`config.mk`:
```
export PLATFORM = sky130hd
export DESIGN_NAME = t_trit_serializer
export DESIGN_NICKNAME = d
export VERILOG_FILES = /design/src/rtl/t_trit_pkg.sv /design/src/rtl/t_trit_serializer_mod3_acc.sv /design/src/rtl/t_trit_serializer.sv
export SDC_FILE = /design/constraint.sdc
export NUM_CORES = 1
export LEC_CHECK = 0
export CAP_MARGIN = 15
export CORE_MARGIN = 3
export CORE_UTILIZATION = 49
export DETAILED_ROUTE_END_ITERATION = 12
export PLACE_DENSITY = 0.78
export RECOVER_POWER = 50
export SYNTH_ARGS = -nofsm -noshare
export SYNTH_HDL_FRONTEND = slang
export SYNTH_SLANG_ARGS = --single-unit
export TNS_END_PERCENT = 30
```
`constraint.sdc`:
```
create_clock -name i_clk -period 2.1 [get_ports i_clk]
set_clock_uncertainty 0.15 [all_clocks]
set_input_delay 0.63 -clock i_clk [delete_from_list [all_inputs] [get_ports i_clk]]
set_output_delay 0.63 -clock i_clk [all_outputs]
set_load 0.01 [all_outputs]
```
`src/rtl/t_trit_pkg.sv`:
```
// t_trit_pkg
//   Shared ternary definitions for the trit serializer, the DLFET inverter
//   stage and later ternary gates. Trits are 2-bit binary coded:
//   00 = 0, 01 = 1, 10 = 2, 11 = illegal.
//   Contents:
//     TRIT_0/1/2/BAD    trit code constants
//     ST_IDLE/SHIFT/PARITY  serializer FSM encodings
//     trit_sanitize     maps the illegal code 11 onto 01
//     trit_add_mod3     mod-3 sum of two legal trits
//   Optional feature macro used by clients: TRIT_PARITY_EN.
package t_trit_pkg;

  localparam logic [1:0] TRIT_0   = 2'b00;
  localparam logic [1:0] TRIT_1   = 2'b01;
  localparam logic [1:0] TRIT_2   = 2'b10;
  localparam logic [1:0] TRIT_BAD = 2'b11;

  localparam logic [1:0] ST_IDLE   = 2'd0;
  localparam logic [1:0] ST_SHIFT  = 2'd1;
  localparam logic [1:0] ST_PARITY = 2'd2;

  // The inverter must never see 11, so an illegal code is forced to state 1.
  function automatic logic [1:0] trit_sanitize(input logic [1:0] t);
    return (t == TRIT_BAD) ? TRIT_1 : t;
  endfunction

  // Operands are assumed legal (0..2), so the raw sum is at most 4 and one
  // conditional subtraction of 3 is enough.
  function automatic logic [1:0] trit_add_mod3(input logic [1:0] a,
                                               input logic [1:0] b);
    logic [2:0] s;
    s = {1'b0, a} + {1'b0, b};
    if (s >= 3'd3) s = s - 3'd3;
    return s[1:0];
  endfunction

endpackage

```
`src/rtl/t_trit_serializer_mod3_acc.sv`:
```
// t_trit_mod3_acc
//   Running mod-3 sum of a trit stream. Used by the serializer to build the
//   parity trit when TRIT_PARITY_EN is defined.
//   Ports:
//     i_clk    clock, rising edge
//     i_rst    asynchronous active-high reset, clears the sum
//     i_clear  synchronous clear (start of a new word)
//     i_en     add i_trit into the sum this cycle
//     i_trit   legal trit to accumulate
//     o_sum    current sum mod 3
module t_trit_mod3_acc
  import t_trit_pkg::*;
(
  input  logic       i_clk,
  input  logic       i_rst,
  input  logic       i_clear,
  input  logic       i_en,
  input  logic [1:0] i_trit,
  output logic [1:0] o_sum
);

  logic [1:0] r_sum;

  // Clear wins over accumulate: a load and a beat never coincide in the
  // serializer, but clear-first keeps the block safe on its own.
  always_ff @(posedge i_clk or posedge i_rst) begin
    if (i_rst) begin
      r_sum <= TRIT_0;
    end else if (i_clear) begin
      r_sum <= TRIT_0;
    end else if (i_en) begin
      r_sum <= trit_add_mod3(r_sum, i_trit);
    end
  end

  assign o_sum = r_sum;

endmodule

```
`src/rtl/t_trit_serializer.sv`:
```
// t_trit_serializer
//   Upstream feeder for the ternary DLFET inverter. Takes an N_TRITS-wide
//   parallel word over valid/ready and streams it out one trit per accepted
//   beat, LSB trit first. Illegal 11 trits are replaced with 01 on load and
//   flagged on the sticky err output.
//   Optional feature: TRIT_PARITY_EN appends a mod-3 parity trit per word.
//   Ports:
//     i_clk          clock, rising edge
//     i_rst          asynchronous active-high reset
//     i_in_word      parallel word, trit k at bits [2k+1:2k]
//     i_in_valid     word is valid
//     o_in_ready     serializer can take a word (IDLE, not in reset)
//     o_trit_out     current trit, never 11
//     o_trit_valid   o_trit_out holds a valid trit
//     i_trit_ready   downstream takes o_trit_out this cycle
//     o_trit_last    final beat of the word
//     o_err          sticky illegal-trit flag
//     i_err_clr      synchronous clear of o_err
module t_trit_serializer
  import t_trit_pkg::*;
#(
  parameter int N_TRITS = 9
) (
  input  logic                 i_clk,
  input  logic                 i_rst,
  input  logic [2*N_TRITS-1:0] i_in_word,
  input  logic                 i_in_valid,
  output logic                 o_in_ready,
  output logic [1:0]           o_trit_out,
  output logic                 o_trit_valid,
  input  logic                 i_trit_ready,
  output logic                 o_trit_last,
  output logic                 o_err,
  input  logic                 i_err_clr
);

  localparam int CNT_W = $clog2(N_TRITS);
  localparam logic [CNT_W-1:0] LAST_IDX = CNT_W'(N_TRITS - 1);

  logic [1:0]           r_state;
  logic [2*N_TRITS-1:0] r_shreg;
  logic [CNT_W-1:0]     r_idx;
  logic                 r_err;

  logic [2*N_TRITS-1:0] w_san_word;
  logic                 w_any_bad;
  logic                 w_load;
  logic                 w_beat;
  logic                 w_last_idx;

  // Sanitise every trit of the incoming word and note whether any was 11.
  always_comb begin
    w_san_word = '0;
    w_any_bad  = 1'b0;
    for (int k = 0; k < N_TRITS; k++) begin
      w_san_word[2*k +: 2] = trit_sanitize(i_in_word[2*k +: 2]);
      if (i_in_word[2*k +: 2] == TRIT_BAD) w_any_bad = 1'b1;
    end
  end

  // in_ready is gated by reset so nothing is accepted while rst is held.
  assign o_in_ready   = (r_state == ST_IDLE) && !i_rst;
  assign o_trit_valid = (r_state != ST_IDLE);
  assign w_load       = i_in_valid && o_in_ready;
  assign w_beat       = o_trit_valid && i_trit_ready;
  assign w_last_idx   = (r_idx == LAST_IDX);

`ifdef TRIT_PARITY_EN
  logic [1:0] w_parity;

  // Sum the sanitised data trits as they leave; cleared by each load.
  t_trit_mod3_acc u_acc (
    .i_clk   (i_clk),
    .i_rst   (i_rst),
    .i_clear (w_load),
    .i_en    (w_beat && (r_state == ST_SHIFT)),
    .i_trit  (r_shreg[1:0]),
    .o_sum   (w_parity)
  );

  assign o_trit_last = (r_state == ST_PARITY);
`else
  assign o_trit_last = (r_state == ST_SHIFT) && w_last_idx;
`endif

  // Output trit comes straight from state, so it holds during stalls and
  // drops to 00 the instant reset asserts.
  always_comb begin
    o_trit_out = TRIT_0;
    case (r_state)
      ST_SHIFT:  o_trit_out = r_shreg[1:0];
`ifdef TRIT_PARITY_EN
      ST_PARITY: o_trit_out = w_parity;
`endif
      default:   o_trit_out = TRIT_0;
    endcase
  end

  // Main FSM with shift register and trit index. in_word is only sampled in
  // IDLE, so in_valid during a word is simply ignored.
  always_ff @(posedge i_clk or posedge i_rst) begin
    if (i_rst) begin
      r_state <= ST_IDLE;
      r_shreg <= '0;
      r_idx   <= '0;
    end else begin
      case (r_state)
        ST_IDLE: begin
          if (w_load) begin
            r_shreg <= w_san_word;
            r_idx   <= '0;
            r_state <= ST_SHIFT;
          end
        end
        ST_SHIFT: begin
          if (w_beat) begin
            r_shreg <= r_shreg >> 2;
            r_idx   <= r_idx + CNT_W'(1);
            if (w_last_idx) begin
              r_idx <= '0;
`ifdef TRIT_PARITY_EN
              r_state <= ST_PARITY;
`else
              r_state <= ST_IDLE;
`endif
            end
          end
        end
`ifdef TRIT_PARITY_EN
        ST_PARITY: begin
          if (w_beat) r_state <= ST_IDLE;
        end
`endif
        default: r_state <= ST_IDLE;
      endcase
    end
  end

  // Sticky error: a set on the load edge beats a coincident clear.
  always_ff @(posedge i_clk or posedge i_rst) begin
    if (i_rst) begin
      r_err <= 1'b0;
    end else if (w_load && w_any_bad) begin
      r_err <= 1'b1;
    end else if (i_err_clr) begin
      r_err <= 1'b0;
    end
  end

  assign o_err = r_err;

endmodule

```
Word-level counts from Yosys, hierarchy flattened
Index checks and enable logic that the tools add are counted.
{"block": "word_totals", "regBits": 25, "input_bits": 23, "word_cells": 63}
{"block": "op_classes", "n_addsub": 1, "n_eq_ne": 14, "mux": 32, "n_reduce_logical": 12}
{"cell": "$mux 18", "count": 2}
{"cell": "$pmux 18 s2", "count": 1}
{"cell": "$mux 2", "count": 13}
{"cell": "$eq 2x2->1 const B", "count": 9}
{"cell": "$mux 4", "count": 3}
{"cell": "$mux 1", "count": 11}
{"cell": "$pmux 4 s2", "count": 1}
{"cell": "$ne 2x2->1 const B", "count": 3}
{"cell": "$reduce_and 3->1", "count": 2}
{"cell": "$reduce_bool 2->1", "count": 3}
{"cell": "$logic_and 1x1->1", "count": 5}
{"cell": "$add 4x1->4 const B", "count": 1}
{"cell": "$eq 4x4->1 const B", "count": 1}
{"cell": "$pmux 2 s2", "count": 1}
{"cell": "$eq 2x1->1 const B", "count": 1}
{"cell": "$logic_not 2->1", "count": 1}
{"cell": "$logic_not 1->1", "count": 1}

Logic depth before layout (Yosys ltp)
Gate-level depths: netlist of run 1.
{"block": "depth", "word_depth": 12, "mapped_depth": 6, "depth_no_buf": 5}

Worst setup path before layout of run 1
Ideal clock, no wire load.
{"block": "synth_path", "path_type": "register -> output", "start": "reg r_state[0]", "end": "out o_trit_out[0]", "t_arrival_ps": 1171, "required_time_ps": 1320, "setup_slack_ps": 149, "stages_incl_launch_ff": 5, "path_buffers": 3, "cell_sequence": "dfrtp_1 buf_6 buf_2 clkbuf_1 and2_1"}
{"block": "synth_between", "elab_chain_cells": 2}
{"item": "from (decl)", "line_no": "t_trit_serializer.sv:40", "text": "logic [1:0] r_state;"}
{"item": "from (signal assigned)", "line_no": "t_trit_serializer.sv:103", "text": "r_state <= ST_IDLE;"}
{"item": "from (signal assigned)", "line_no": "t_trit_serializer.sv:112", "text": "r_state <= ST_SHIFT;"}
{"item": "from (signal assigned)", "line_no": "t_trit_serializer.sv:124", "text": "r_state <= ST_IDLE;"}
{"item": "$eq 2x1->1", "line_no": "t_trit_serializer.sv:90", "text": "case (r_state)"}
{"item": "$mux 2", "line_no": "t_trit_serializer.sv:90"}
{"item": "to (decl)", "line_no": "t_trit_serializer.sv:29", "text": "output logic [1:0] o_trit_out,"}
Every way passes these cells.

Final worst setup path of run 1
{"block": "layout_path", "start": "in i_in_valid", "end": "reg r_shreg[0]"}
{"block": "layout_between", "elab_chain_cells": 3}
{"item": "from (decl)", "line_no": "t_trit_serializer.sv:27", "text": "input logic i_in_valid,"}
{"item": "$logic_and 1x1->1", "line_no": "t_trit_serializer.sv:64", "text": "assign w_load = i_in_valid && o_in_ready;"}
{"item": "$ne 2x2->1 (no source line)"}
{"item": "$reduce_and 3->1 (no source line)"}
{"item": "to (signal assigned)", "line_no": "t_trit_serializer.sv:110", "text": "r_shreg <= w_san_word;"}
{"item": "to (signal assigned)", "line_no": "t_trit_serializer.sv:117", "text": "r_shreg <= r_shreg >> 2;"}
{"item": "to (decl)", "line_no": "t_trit_serializer.sv:41", "text": "logic [2*N_TRITS-1:0] r_shreg;"}
Every way passes these cells.
A chain may end at the register's enable or synchronous reset.

==> results of run 1 <==
stage by stage:
step                      instance area, sq um  hold WS, ns  setup TNS [ns]
after floorplan                           1300        0.311               0
after global placement                    1680        0.334           -4.82
after detailed placement                  1680        0.337           -5.43
after CTS                                 1690        0.367               0
after global routing                      1750        0.386         -0.0534
final                                     1750        0.365               0
power by group through the flow:
stage | clock network, mW | registers [mW] | logic (mW)
finish | 0.194 | 0.759 | 0.934
global route | 0.221 | 0.779 | 1.03
CTS | 0.203 | 0.756 | 0.850
detailed placement | 0 | 0.766 | 0.870
global placement | 0 | 0.751 | 0.841
floorplan | 0 | 0.733 | 0.599
Yosys cell counts (2+ instances only):
master,n,share of area (%)
and2_1,2,0.96
nor3b_1,7,4.0
inv_1,13,3.7
o21ai_0,2,0.77
mux2i_1,7,5.4
buf_2,2,0.77
mux2_2,17,15
a22oi_1,3,1.7
a22o_1,3,2.0
dfrtp_1,24,46
nand3_1,4,1.5
a21oi_1,7,2.7
nor2_1,4,1.2
ha_1,2,1.9
final timing paths:
path	end	depth (start not counted)
worst max-delay path	r_shreg[0]	4
worst min-delay path	r_shreg[0]	1
worst max register to register	r_shreg[0]	4
worst min register to register	r_shreg[0]	1
max in group asynchronous	r_state[0]	3
min in group asynchronous	r_shreg[14]	3
kinds of logic after synthesis:
family                   count (synthesis)
flip-flops                              24
adder cells (fa/ha/maj)                  2
multiplexers                            25
XOR/XNOR                                 1
AO/OA/AOI/OAI                           23
AND/OR/NAND/NOR                         21
buffers and inverters                   18
registers in the layout, summed over array words and instances (netlist names):
| register | cells |
|---|---|
| o_err | 1 |
| r_shreg | 18 |
| r_idx | 4 |
| r_state | 1 |
critical path, stage by stage:
cell and delay (ns):
clkdlybuf4s50_1 0.48, or3b_4 0.40, o21ai_4 0.22, mux2_2 0.39
repair_timing:
item / in CTS / in global routing
buffers inserted: 0 / 7
gates resized for setup: 10 / 6
hold endpoints to repair: 0 / 0
setup endpoints to repair: 5 / 12
cloned: 0 / 0
pin swaps: 0 / 2
layout make-up:
type	instances	area, sq um	area share (%)
multi-input cells	72	622	35.5
flip-flops and latches	24	602	34.3
repair buffers	49	420	24.0
inverters	13	48.8	2.78
well taps	30	37.5	2.14
clock buffers	3	22.5	1.28
routing by layer:
layer	vias up	part of all wire (%)
met4	0	0.93
met2	35	50
met5	-	0
met1	519	43
met3	4	5.1
li1	502	-
==> flow_metrics.py, run 1 <==
metrics = {
    "run_status": {
        "run_status": "finished, final reports clean",
    },
    "worst_hold_path": {
        "holdCritPathClass": "flip-flop to flip-flop",
        "worstHoldStart": "r_shreg[0]",
    },
    "grt": {
        "grt_pass1_wl_um": 4840,
        "grtUsageTotal_pct": 18.5,
        "antenna_found_initial": 0,
        "gr-usage-met1_pct": 25.6,
        "use_met3_pct": 2.49,
        "busiest_layer": "met2",
        "overflow": 0,
        "grt_pass1_vias": 1047,
        "grtUsageMet2_pct": 30.6,
        "grt_max_degree": 25,
    },
    "cts": {
        "cts_root_buffer": "clkbuf_4",
        "holdBufCountCts": 0,
        "cts_buffer_depth": 2,
        "clock-sinks": 24,
        "cts-htree-levels": 1,
        "path_clk_slew_ns": 0.12,
        "cts_inserted_buffers": 3,
        "tritoncts": "done",
        "clk-insertion-delay-late_ns": 0.30,
    },
    "pwr": {
        "p_sw_mw": 0.625,
        "p_comb_share_pct": 49.5,
        "swShare_pct": 33.1,
        "pwr-share-clk_pct": 10.3,
        "power.leakage_nw": 0.813,
        "p_per_area_nw_per_um2": 1080,
        "p_seq_share_pct": 40.2,
        "p_int_mw": 1.26,
        "irDropWorstVdd_mv": 0.822,
        "fin_total_pwr_mw": 1.89,
    },
    "critical_path": {
        "start_kind": "input port",
        "critical_path_class": "input port to flip-flop",
        "cp-end-kind": "flip-flop",
        "arrival_ns": 2.12,
        "rr_startpoint": "r_state[0]",
        "startpoint": "i_in_valid",
        "rrSetupSlack_ns": 0.20,
        "cp.required_ns": 2.15,
        "crit_fanout": 16,
    },
    "placed_design": {
        "io_buffers": 28,
        "placed_cells": 181,
        "gp_congestion": 0.728,
        "dpl.hpwl_um": 2210,
        "place_ws_ns": -0.421,
    },
    "floorplanning": {
        "ios": 29,
        "initial_core_util_pct": 52.2,
        "die_w_um": 57.6,
        "core_sq_um": 2500,
        "dieArea_sq_um": 3320,
        "die_h_um": 57.6,
        "rows": 18,
    },
    "synthesis": {
        "synth_edf_count": 0,
        "synth_top_family_by_area": "multiplexers",
        "syn_area_sq_um": 1300,
        "ys_ff_latch": 24,
        "synthCells": 114,
        "synth.mux.area_fraction_pct": 21.2,
        "yosys_warnings": 0,
        "synth_fp_nets": 139,
        "avgSynthCellArea_sq_um": 11.4,
        "seq_area_frac_synth_pct": 46.1,
        "ys.flop_type": "dfrtp_1",
        "synthArstFlopShare_pct": 100,
        "ys_types": 31,
        "synth_compound_area_share_pct": 12.9,
        "synthXorXnorAreaFrac_pct": 0.672,
        "yosys.area_share.simple_pct": 10.1,
        "synthAdderAreaFrac_pct": 1.92,
    },
    "timing": {
        "rsz0062_at_grt": "yes",
        "relSlewSlack_pct": 59.2,
        "tightest_slew_ns": 0.611,
        "drv_slew": 0,
        "fin_crit_sh_pct": 98.8,
        "setup-violations-final": 0,
        "fin_crit_ns": 2.08,
        "finalHoldViolCount": 0,
        "fmax_mhz": 482,
        "fin_ws_ns": 0.0248,
    },
    "detailed_routing": {
        "vias": 1060,
        "first_pass_iters": 4,
        "drtIter0Drc": 28,
        "viasPerCell": 5.55,
        "wl_per_cell_um": 15.8,
        "ant_nets": 0,
        "totalWireLength_um": 3020,
        "drcViolationCount": 0,
    },
    "layout": {
        "utilization_pct": 70.1,
        "syn2layout_area_growth_pct": 34.5,
        "layout_common_cells": "23 x dfrtp_1, 22 x clkdlybuf4s50_1, 20 x buf_4",
        "nets": 188,
        "final_common_cell": "dfrtp_1",
        "n_fill_cell": 205,
        "num_antenna_cells": 0,
        "final_cells": 191,
        "layout-drive-gt1-share_pct": 31.1,
    },
    "job": {
        "drv_cap": 0,
    },
}
Power figures use the tool's default switching activity.
==> inputs of run 2 (changes only) <==
- SETUP_SLACK_MARGIN: not set -> 0.2
- TNS_END_PERCENT: 30 -> 50
==> flow_metrics.py, run 2 (synthesis gave the netlist of run 1 again) <==
metrics = {
    "layout": {
        "layout-drive-gt1-share_pct": 39.5,
        "seq_area_sq_um": 602,
        "utilization_pct": 76.9,
        "layout_common_cells": "24 x buf_4, 23 x dfrtp_1, 19 x clkdlybuf4s50_1",
        "n_fill_cell": 171,
        "final_common_cell": "buf_4",
        "largest_reg_flops": 18,
        "num_antenna_cells": 0,
        "nets": 204,
        "final_cells": 207,
        "syn2layout_area_growth_pct": 47.5,
        "multi_input_area_sq_um": 646,
        "largestRegisters": "r_shreg x18, r_idx x4",
        "top_register": "r_shreg",
    },
    "cts": {
        "holdBufCountCts": 0,
        "path_clk_slew_ns": 0.13,
        "tritoncts": "done",
        "cts-htree-levels": 1,
        "clock-sinks": 24,
        "cts_root_buffer": "clkbuf_4",
        "clk-insertion-delay-late_ns": 0.31,
        "cts_buffer_depth": 2,
        "cts_inserted_buffers": 3,
    },
    "detailed_routing": {
        "drtIter0Drc": 67,
        "first_pass_iters": 4,
        "vias": 1208,
        "viasPerCell": 5.84,
        "drcViolationCount": 0,
        "totalWireLength_um": 3930,
        "wl_per_cell_um": 19.0,
        "ant_nets": 0,
    },
    "timing": {
        "drv_slew": 0,
        "rsz0062_at_grt": "yes",
        "fin_crit_ns": 2.10,
        "fmax_mhz": 477,
        "fin_ws_ns": 0.00405,
        "tightest_slew_ns": 1.36,
        "relSlewSlack_pct": 9.28,
        "finalHoldViolCount": 0,
        "fin_crit_sh_pct": 99.8,
        "setup-violations-final": 0,
    },
    "grt": {
        "antenna_found_initial": 0,
        "grt_max_degree": 25,
        "grtUsageTotal_pct": 21.4,
        "grt_pass1_vias": 1180,
        "overflow": 0,
        "grt_pass1_wl_um": 5460,
    },
    "pwr": {
        "fin_total_pwr_mw": 2.32,
        "p_sw_mw": 0.791,
        "p_seq_share_pct": 33.0,
        "swShare_pct": 34.2,
        "pwr-share-clk_pct": 8.7,
        "p_comb_share_pct": 58.3,
        "p_int_mw": 1.52,
        "power.leakage_nw": 0.919,
        "irDropWorstVdd_mv": 1.03,
        "p_per_area_nw_per_um2": 1200,
    },
    "placed_design": {
        "gp_congestion": 0.728,
        "placed_cells": 181,
        "place_ws_ns": -0.421,
        "dpl.hpwl_um": 2210,
        "io_buffers": 28,
    },
    "run_status": {
        "run_status": "finished, final reports clean",
    },
    "critical_path": {
        "start_kind": "flip-flop",
        "arrival_ns": 1.32,
        "cp.required_ns": 1.32,
        "crit_fanout": 2,
        "critical_path_class": "flip-flop to output pin",
        "cp-end-kind": "output pin",
    },
    "floorplanning": {
        "dieArea_sq_um": 3320,
        "rows": 18,
        "initial_core_util_pct": 52.2,
        "die_h_um": 57.6,
        "die_w_um": 57.6,
        "ios": 29,
        "core_sq_um": 2500,
    },
    "worst_hold_path": {
        "holdCritPathClass": "flip-flop to flip-flop",
    },
    "job": {
        "drv_cap": 0,
    },
}
run 2: cell types whose count changed in the layout (fill, tap and decap cells not counted), sizes merged:
cell,change
dlygate4sd3,+1
buf,+18
dlygate4sd2,-4
clkbuf,+1
o21ai,+1
dlymetal6s2s,+2
clkdlybuf4s50,-3
run 2: layout make-up:
| cell class | count | area share [%] |
|---|---|---|
| multi-input combinational | 73 | 33.6 |
| timing repair buffer | 64 | 29.5 |
| clock buffer | 3 | 1.17 |
| tap | 30 | 1.95 |
| sequential | 24 | 31.3 |
| inverter | 13 | 2.54 |
run 2: per-layer routing:
metal  routed length (um)  part of all wire, %  track usage (%)  vias up
met5                    0                    0                0        -
met4                  178                  4.5             9.60        0
met3                  275                  7.0             4.52       23
met2                 1890                   48             35.3       70
met1                 1580                   40             26.9      578
li1                     -                    -                -      537
run 2: power groups by stage:
stage          Clock [mW]  Combinational (mW)  Sequential (mW)
2_1_floorplan           0               0.601            0.733
3_3_place_gp            0               0.841            0.751
3_5_place_dp            0               0.870            0.766
4_1_cts             0.203                1.11            0.754
5_1_grt             0.224                1.46            0.779
6_report            0.201                1.35            0.764
run 2: stage by stage:
stage / cell area (sq um) / TNS (ns) / hold slack, ns
after floorplan: 1310 / 0 / 0.311
after global placement: 1680 / -4.82 / 0.334
after detailed placement: 1680 / -5.43 / 0.337
after CTS: 1840 / 0 / 0.367
after global routing: 1920 / -0.0880 / 0.386
final: 1920 / 0 / 0.370
run 2: what timing repair did:
item | 4_1_cts | 5_1_grt
cloned | 0 | 1
gates resized for setup | 27 | 19
pin swaps | 4 | 2
endpoints found under the setup margin | 24 | 24
setup buffers | 17 | 5
run 2: path summary, 6_finish.rpt:
kind / from / to / slack (ns) / depth (start not counted)
min in group asynchronous: i_rst / r_shreg[16] / 0.65 / 3
min: r_shreg[6] / r_shreg[6] / 0.37 / 1
max reg2reg: r_idx[0] / r_idx[0] / 0.03 / 13
max: r_idx[1] / o_trit_last / 0.004 / 5
max in group asynchronous: i_rst / r_state[0] / 0.26 / 3
min reg2reg: r_shreg[6] / r_shreg[6] / 0.37 / 1
run 2: worst max-delay path: stages (launching register included):
cell and delay, ns:
dfrtp_1 0.42, inv_2 0.09, ha_4 0.13, nand3b_1 0.11, nor2_1 0.12, buf_2 0.14
==> inputs of run 3 (changes only) <==
- CORE_UTILIZATION: 49 -> 53
- PLACE_DENSITY: 0.78 -> 0.83
- clock period: 2.1 -> 2.5 ns (I/O delays scaled with it)
==> flow_metrics.py, run 3 (synthesis gave the netlist of run 1 again) <==
metrics = {
    "grt": {
        "overflow": 0,
        "antenna_found_initial": 0,
        "grt_max_degree": 25,
        "grt_pass1_wl_um": 4790,
        "grt_pass1_vias": 1104,
        "grtUsageTotal_pct": 19.3,
    },
    "cts": {
        "clk-insertion-delay-late_ns": 0.31,
        "tritoncts": "done",
        "clock-sinks": 24,
        "cts-htree-levels": 1,
        "cts_inserted_buffers": 3,
        "cts_buffer_depth": 2,
        "path_clk_slew_ns": 0.13,
        "cts_root_buffer": "clkbuf_4",
    },
    "critical_path": {
        "crit_path_top_delay_cell": "clkdlybuf4s50_1",
        "cp-end-kind": "flip-flop",
        "cp_cell_sequence": "clkdlybuf4s50_1 -> clkbuf_4 -> or3b_1 -> o21ai_4 -> buf_4 -> mux2i_1",
        "max_stage_delay_ns": 0.42,
        "start_kind": "input port",
        "rrSetupSlack_ns": 0.46,
        "startpoint": "i_rst",
        "r2r_end": "r_shreg[11]",
        "critical_path_class": "input port to flip-flop",
        "cp.required_ns": 2.59,
        "rr_startpoint": "r_state[0]",
        "arrival_ns": 2.41,
        "reg2regPathDepth": 5,
        "crit_fanout": 11,
        "crit_end": "r_shreg[11]",
    },
    "detailed_routing": {
        "ant_nets": 0,
        "viasPerCell": 5.71,
        "drcViolationCount": 0,
        "totalWireLength_um": 2930,
        "first_pass_iters": 4,
        "drtIter0Drc": 25,
        "wl_per_cell_um": 15.8,
        "vias": 1056,
    },
    "pwr": {
        "irDropWorstVdd_mv": 0.783,
        "power.leakage_nw": 0.817,
        "p_per_area_nw_per_um2": 920,
        "fin_total_pwr_mw": 1.59,
    },
    "placed_design": {
        "placed_cells": 173,
        "dpl_cell_area_sq_um": 1630,
        "io_buffers": 28,
        "gp_congestion": 0.730,
        "dpl.hpwl_um": 2140,
    },
    "layout": {
        "syn2layout_area_growth_pct": 32.4,
        "final_area_sq_um": 1730,
        "n_fill_cell": 150,
        "layout_common_cells": "24 x clkdlybuf4s50_1, 23 x dfrtp_1, 17 x mux2_2",
        "final_common_cell": "clkdlybuf4s50_1",
        "nets": 183,
        "largest_reg_flops": 18,
        "final_cells": 185,
        "layout-drive-gt1-share_pct": 28.0,
        "largestRegisters": "r_shreg x18, r_idx x4",
        "utilization_pct": 75.9,
        "num_antenna_cells": 0,
        "top_register": "r_shreg",
    },
    "timing": {
        "fin_crit_ns": 2.32,
        "relSlewSlack_pct": 73.4,
        "fin_crit_sh_pct": 93.0,
        "fmax_mhz": 430,
        "rsz0062_at_grt": "yes",
        "finalHoldViolCount": 0,
        "setup-violations-final": 0,
        "tightest_slew_ns": 0.397,
        "whs_ns": 0.365,
        "drv_slew": 0,
    },
    "floorplanning": {
        "initial_core_util_pct": 57.3,
        "dieArea_sq_um": 3090,
        "ios": 29,
        "core_sq_um": 2280,
        "die_w_um": 55.6,
        "rows": 17,
        "die_h_um": 55.6,
    },
    "worst_hold_path": {
        "holdCritPathClass": "flip-flop to flip-flop",
    },
    "job": {
        "drv_cap": 0,
    },
    "run_status": {
        "run_status": "finished, final reports clean",
    },
}
## run 3: cell types whose count changed in the layout (fill, tap and decap cells not counted), moves of 2 or more
cell,previous run,this run
buf_6,12,0
buf_4,24,15
clkdlybuf4s50_1,19,24
clkbuf_1,3,0
and2_1,0,2
and2_4,2,0
## run 3: timing repair
action	in CTS	in global routing
resized for setup	10	3
pin swaps	1	1
setup endpoints to repair	5	7
hold buffers	0	0
gates cloned	0	0
buffers inserted	4	4
## run 3: routing by layer
metal | vias to the layer above | global-route usage, % | share of wire (%)
li1 | 494 | - | -
met1 | 521 | 23.4 | 44
met2 | 35 | 33.6 | 50
met3 | 6 | 3.02 | 4.6
met4 | 0 | 8.33 | 1.7
met5 | - | 0 | 0
## run 3: how the worst min path moves through the flow
stage                startpoint           to  slack [ns]  cells after the start
global placement    r_shreg[12]  r_shreg[12]        0.33                      1
CTS                 r_shreg[16]  r_shreg[16]        0.37                      1
floorplan           r_shreg[16]  r_shreg[16]        0.31                      1
global route         r_shreg[2]   r_shreg[2]        0.40                      1
finish              r_shreg[16]  r_shreg[16]        0.36                      1
detailed placement  r_shreg[16]  r_shreg[16]        0.34                      1
## run 3: final cells by class
cell class                 count  area [sq um]  area share [%]
inverter                      13          48.8            2.83
sequential                    24           602            34.9
timing repair buffer          44           395            22.9
clock buffer                   4          36.3            2.10
tap                           28          35.0            2.03
multi-input combinational     72           609            35.3
## run 3: critical path: cells and delay by family
kind,cells,cell delay (ns)
AO/OA/AOI/OAI,1,0.19
buffers and inverters,3,0.85
multiplexers,1,0.21
AND/OR/NAND/NOR,1,0.42
## run 3: where the power goes
group          leakage, nW  switching, mW  total (mW)  internal (mW)
clock               0.0210          0.116       0.205         0.0889
combinational        0.491          0.309       0.745          0.436
sequential           0.306         0.0971       0.639          0.542
## run 3: through the flow
| stage | setup slack [ns] | TNS, ns |
|---|---|---|
| finish | 0.175 | 0 |
| detailed placement | -0.200 | -1.07 |
| floorplan | 0.429 | 0 |
| global route | 0.125 | 0 |
| global placement | -0.189 | -0.648 |
| CTS | 0.164 | 0 |
